**config.mk**
```make
export PLATFORM = sky130hd
export DESIGN_NAME = pipe_credit_adapter
export DESIGN_NICKNAME = d
export VERILOG_FILES = /design/src/rtl/pipe_adapter_pkg.sv /design/src/rtl/pipe_credit_adapter_result_fifo.sv /design/src/rtl/pipe_credit_adapter.sv
export SDC_FILE = /design/constraint.sdc
export NUM_CORES = 1
export LEC_CHECK = 0
export ABC_AREA = 0
export BUFFER_PORTS_ARGS = -buffer_cell sky130_fd_sc_hd__clkbuf_2
export CORE_ASPECT_RATIO = 0.6
export CORE_MARGIN = 2
export CORE_UTILIZATION = 50
export DETAILED_ROUTE_END_ITERATION = 16
export GPL_TIMING_DRIVEN = 0
export PLACE_DENSITY_LB_ADDON = 0.25
export RECOVER_POWER = 50
export SLEW_MARGIN = 15
export SYNTH_ARGS = -nofsm -noshare
export SYNTH_HDL_FRONTEND = slang
export SYNTH_HIERARCHICAL = 1
export SYNTH_SLANG_ARGS = --single-unit
```
**constraint.sdc**
```tcl
create_clock -name clk -period 11.6 [get_ports clk]
set_input_delay 0.58 -clock clk [delete_from_list [all_inputs] [get_ports clk]]
set_output_delay 0.58 -clock clk [all_outputs]
set_load 0.03 [all_outputs]
```
**src/rtl/pipe_adapter_pkg.sv**
```systemverilog
// Shared sizing helpers and types for the credit adapter and its result FIFO.
// Optional bypass path is selected by PIPE_ADAPTER_BYPASS_EN.
package pipe_adapter_pkg;

  function automatic int unsigned cnt_width(input int unsigned depth);
    return $clog2(depth + 1);
  endfunction

  function automatic int unsigned ptr_width(input int unsigned depth);
    return (depth > 1) ? $clog2(depth) : 1;
  endfunction

  localparam int unsigned DEPTH_DEFAULT = 8;
  localparam int unsigned CNT_W         = cnt_width(DEPTH_DEFAULT);
  localparam int unsigned PTR_W         = ptr_width(DEPTH_DEFAULT);

  typedef logic [CNT_W-1:0] credit_t;
  typedef logic [PTR_W-1:0] ptr_t;

endpackage

```
**src/rtl/pipe_credit_adapter_result_fifo.sv**
```systemverilog
// Circular result buffer; occupancy count separates full from empty.
// A push while full is dropped and latches the sticky ovf flag.
module result_fifo
  import pipe_adapter_pkg::*;
#(
  parameter int unsigned OUT_W = 32,
  parameter int unsigned DEPTH = DEPTH_DEFAULT
) (
  input  logic             clk,
  input  logic             rst,
  input  logic             push,
  input  logic [OUT_W-1:0] push_data,
  input  logic             pop,
  output logic [OUT_W-1:0] head,
  output logic             empty,
  output logic             ovf
);

  localparam int unsigned CW = cnt_width(DEPTH);
  localparam int unsigned PW = ptr_width(DEPTH);
  localparam logic [PW-1:0] LAST  = PW'(DEPTH - 1);
  localparam logic [CW-1:0] FULLC = CW'(DEPTH);

  logic [OUT_W-1:0] mem [DEPTH];
  logic [PW-1:0]    wr_ptr;
  logic [PW-1:0]    rd_ptr;
  logic [CW-1:0]    count;
  logic             full;
  logic             do_push;
  logic             do_pop;

  assign full    = (count == FULLC);
  assign empty   = (count == '0);
  assign do_push = push && !full;
  assign do_pop  = pop && !empty;
  assign head    = mem[rd_ptr];

  always_ff @(posedge clk) begin
    if (do_push) mem[wr_ptr] <= push_data;
  end

  always_ff @(posedge clk or posedge rst) begin
    if (rst) begin
      wr_ptr <= '0;
      rd_ptr <= '0;
      count  <= '0;
      ovf    <= 1'b0;
    end else begin
      if (do_push) wr_ptr <= (wr_ptr == LAST) ? '0 : wr_ptr + PW'(1);
      if (do_pop)  rd_ptr <= (rd_ptr == LAST) ? '0 : rd_ptr + PW'(1);
      case ({do_push, do_pop})
        2'b10:   count <= count + CW'(1);
        2'b01:   count <= count - CW'(1);
        default: count <= count;
      endcase
      if (push && full) ovf <= 1'b1;
    end
  end

endmodule

```
**src/rtl/pipe_credit_adapter.sv**
```systemverilog
// Credit-based valid/ready wrapper around a fixed-latency valid-only pipe.
// Define PIPE_ADAPTER_BYPASS_EN for a 0-cycle result path when the FIFO is empty.
module pipe_credit_adapter
  import pipe_adapter_pkg::*;
#(
  parameter int unsigned IN_W  = 96,
  parameter int unsigned OUT_W = 32,
  parameter int unsigned DEPTH = DEPTH_DEFAULT
) (
  input  logic             clk,
  input  logic             rst,
  input  logic             up_vld,
  output logic             up_rdy,
  input  logic [IN_W-1:0]  up_data,
  output logic             pipe_vld,
  output logic [IN_W-1:0]  pipe_data,
  input  logic             ret_vld,
  input  logic [OUT_W-1:0] ret_data,
  output logic             down_vld,
  input  logic             down_rdy,
  output logic [OUT_W-1:0] down_data,
  output logic             ovf
);

  localparam int unsigned CW = cnt_width(DEPTH);
  localparam logic [CW-1:0] INIT_CREDIT = CW'(DEPTH);

  logic [CW-1:0]    credit;
  logic             fire_in;
  logic             fire_out;
  logic             fifo_push;
  logic             fifo_pop;
  logic             fifo_empty;
  logic [OUT_W-1:0] fifo_head;

  assign up_rdy    = (credit != '0) && !rst;
  assign fire_in   = up_vld && up_rdy;
  assign pipe_vld  = fire_in;
  assign pipe_data = up_data;

`ifdef PIPE_ADAPTER_BYPASS_EN
  // A result arriving at an empty FIFO goes straight out; it is stored only if not taken.
  logic bypass;
  assign bypass    = fifo_empty && ret_vld;
  assign down_vld  = !fifo_empty || ret_vld;
  assign down_data = fifo_empty ? ret_data : fifo_head;
  assign fifo_push = ret_vld && !(bypass && down_rdy);
`else
  assign down_vld  = !fifo_empty;
  assign down_data = fifo_head;
  assign fifo_push = ret_vld;
`endif

  assign fire_out = down_vld && down_rdy;
  assign fifo_pop = fire_out && !fifo_empty;

  always_ff @(posedge clk or posedge rst) begin
    if (rst) begin
      credit <= INIT_CREDIT;
    end else if (fire_in && !fire_out) begin
      credit <= credit - CW'(1);
    end else if (fire_out && !fire_in) begin
      credit <= credit + CW'(1);
    end
  end

  result_fifo #(
    .OUT_W (OUT_W),
    .DEPTH (DEPTH)
  ) u_fifo (
    .clk       (clk),
    .rst       (rst),
    .push      (fifo_push),
    .push_data (ret_data),
    .pop       (fifo_pop),
    .head      (fifo_head),
    .empty     (fifo_empty),
    .ovf       (ovf)
  );

endmodule
```
==> impl_results.md <==
* Status: complete, no violations
* Worst Setup End Kind: primary output
* Via density at 5.25
* Total Neg Setup Slack at 0 ps
* H-tree Lvls at 1
* CP Cell Sequence: buf_2, clkbuf_1, mux4_2, mux2_2, clkbuf_2
* Routed via count at 5893
* Hold Crit Class: in2reg
* Clk_lat worst skew at 510 ps
* Post-Syn Instances at 575
* Clock slew at reported path FFs at 70 ps
* Die ar. at 24000 um2
* Most common cell after layout, fill and taps aside: edfxtp_1
* Antenna Nets Post-Route at 0
* Worst EP arrival at 2700 ps
* Antenna violations before repair at 1
* Core Region at 22200 um2
* Top delay family on crit path: buffers and inverters
* Syn avg cell area at 19.8 um2
* Die Wd at 199 um
* Nets at 941
* Syn_nets at 720
* Antenna cell count at 0
* Register area share after synthesis at 0.708
* CTS tree: yes
* Endpoints failing setup at 0
* CTS buffer count at 24
* Starting Density at 0.514
* Period utilisation layout at 0.283
* Place WS at 8660 ps
* Startpoint Class: flip-flop
* Layout cells sized above 1 at 0.424
* Slowest cell on the critical path: clkbuf_1
* Final Hold Vio Count at 0
* Max_cap viols at 0
* Router iterations before antenna repair at 5
* Most frequent cells in the layout: 256 x edfxtp_1, 111 x clkbuf_1, 106 x buf_4
* EDFF count, synth at 256
* Slew Limit Fails at 0
* HPWL after DPL at 16400 um
* Leakage at 4.77 nW
* Die height at 121 um
* Post-synth ARST share at 0.0554
* Ys flop type: edfxtp_1
* # rows at 42
* Worst Reg2Reg Path Length in Cells at 7
* RSZ-0062 raised after global routing: no
* Final setup margin at 8320 ps
* CP peak stage delay at 630 ps
* First-pass GRT wire length at 34200 um
* PortBufs at 168
* DRC Markers at 0
* DRT iter0 DRCs at 415
* Routability cong. at 0.765
* Global route overflow at 0
* Tmin final at 3280 ps
* Cell area after synthesis at 11400 um2
* Final WL at 23100 um
* Fmax at 0.305 GHz
* Largest net degree at the start of global routing at 22
* Worst setup path class: reg2out
* Worst hold stages at 3
* Post-synthesis register bit count at 271
* Worst Path Required at 11020 ps
* Crit path max fanout at 10
* Distinct cells, synth at 39
* Max VDD drop at 0.000150 V
* Worst relative slew slack at 0.423
* Clock Skew at 13.6 ps
* WP buf/inv at 3
* CTS Buffer Depth at 3
* CTS root buf: clkbuf_16
* Setup Fix Bufs, Post-CTS at 0
* Sinks on the clock net at 271
* PD cells at 243 nW/um2
* Ports at 265
* DR WL/cell at 20.6 um
* Critical Path Stages at 5
* Area growth, synth to finish at 18.8%
* Vias in the first global route at 6004
* Worst slew pin tran at 863 ps
* Yosys warns at 6
* Gr usage total at 0.192
==> path summary, 6_finish.rpt <==
path | startpoint | endpoint | slack (ps)
min in group asynchronous | rst | credit[2] | 530
max | u_fifo/rd_ptr[1] | down_data[24] | 8320
max in group asynchronous | rst | u_fifo/wr_ptr[2] | 10620
max reg2reg | u_fifo/count[0] | u_fifo/count[3] | 8660
min reg2reg | u_fifo/ovf | u_fifo/ovf | 510
min | ret_vld | u_fifo/ovf | 340
==> final cells by class <==
type | count | area, um2
Timing Repair Buffer | 195 | 998
Sequential cell | 271 | 8060
Tap cell | 308 | 385
Clock buffer | 29 | 641
Buffer | 116 | 850
Inverter | 14 | 52.6
Multi-Input combinational cell | 174 | 2470
Clock inverter | 15 | 68.8
Fill cell | 1650 | 8640
==> cells in the mapped netlist, types with 5 or more instances <==
master      n  area share
dfrtp_1    14       0.031
mux4_2     64        0.13
buf_6       5      0.0049
buf_4      96       0.063
clkbuf_1    9      0.0030
inv_1      14      0.0046
edfxtp_1  256        0.67
nor3_1      5      0.0022
nand2_1     5      0.0016
mux2_2     35       0.035
nor2_1      7      0.0023
ha_1       10       0.011
==> metrics by stage <==
stage	hold slack (ps)	cell area, um2	util	total power [W]	std cells
3_5_place_dp	483	12900	0.583	0.00260	1077
4_1_cts	322	13700	0.616	0.00333	1122
3_3_place_gp	460	12600	0.569	0.00252	1051
2_1_floorplan	345	11400	-	0.00222	575
6_report	342	13500	0.610	0.00328	1122
5_1_grt	353	13500	0.610	0.00344	1122
==> tightest hold or removal path, stage by stage <==
cell	delay, ps
clkbuf_2	110
inv_1	50
o21bai_1	70
==> report_power, final <==
part	switching (W)	internal, W	total, W
clock	0.000331	0.000393	0.000724
combinational	0.000730	0.000527	0.00126
sequential	0.0000635	0.00124	0.00130
==> cells by family (layout without fill, tap and decap cells) <==
kind of cell,count (synthesis),count (layout),synth area share
multiplexers,104,104,0.166
flip-flops,271,271,0.708
XOR/XNOR,4,4,0.00308
AND/OR/NAND/NOR,38,38,0.0188
AO/OA/AOI/OAI,16,16,0.0107
adder cells (fa/ha/maj),12,12,0.0145
buffers and inverters,130,369,0.0792
==> per-layer routing <==
metal,global-route usage,vias up,wire length (um)
met5,0,-,11
met4,0.0368,2,322
met1,0.265,3038,9750
met2,0.319,194,11500
met3,0.0434,28,1500
li1,-,2631,-
==> repair_timing <==
item / CTS / global route
endpoints found under the hold margin: 3 / 0
gates resized for setup: 0 / 0
hold buffers: 1 / 0
setup endpoints to repair: 0 / 0
==> state kept, by name, summed over array words and instances, names as in the netlist <==
signal         count
credit             4
u_fifo/count       4
u_fifo/mem       256
u_fifo/ovf         1
u_fifo/rd_ptr      3
u_fifo/wr_ptr      3
No activity file was read; power rests on OpenSTA's default activity.
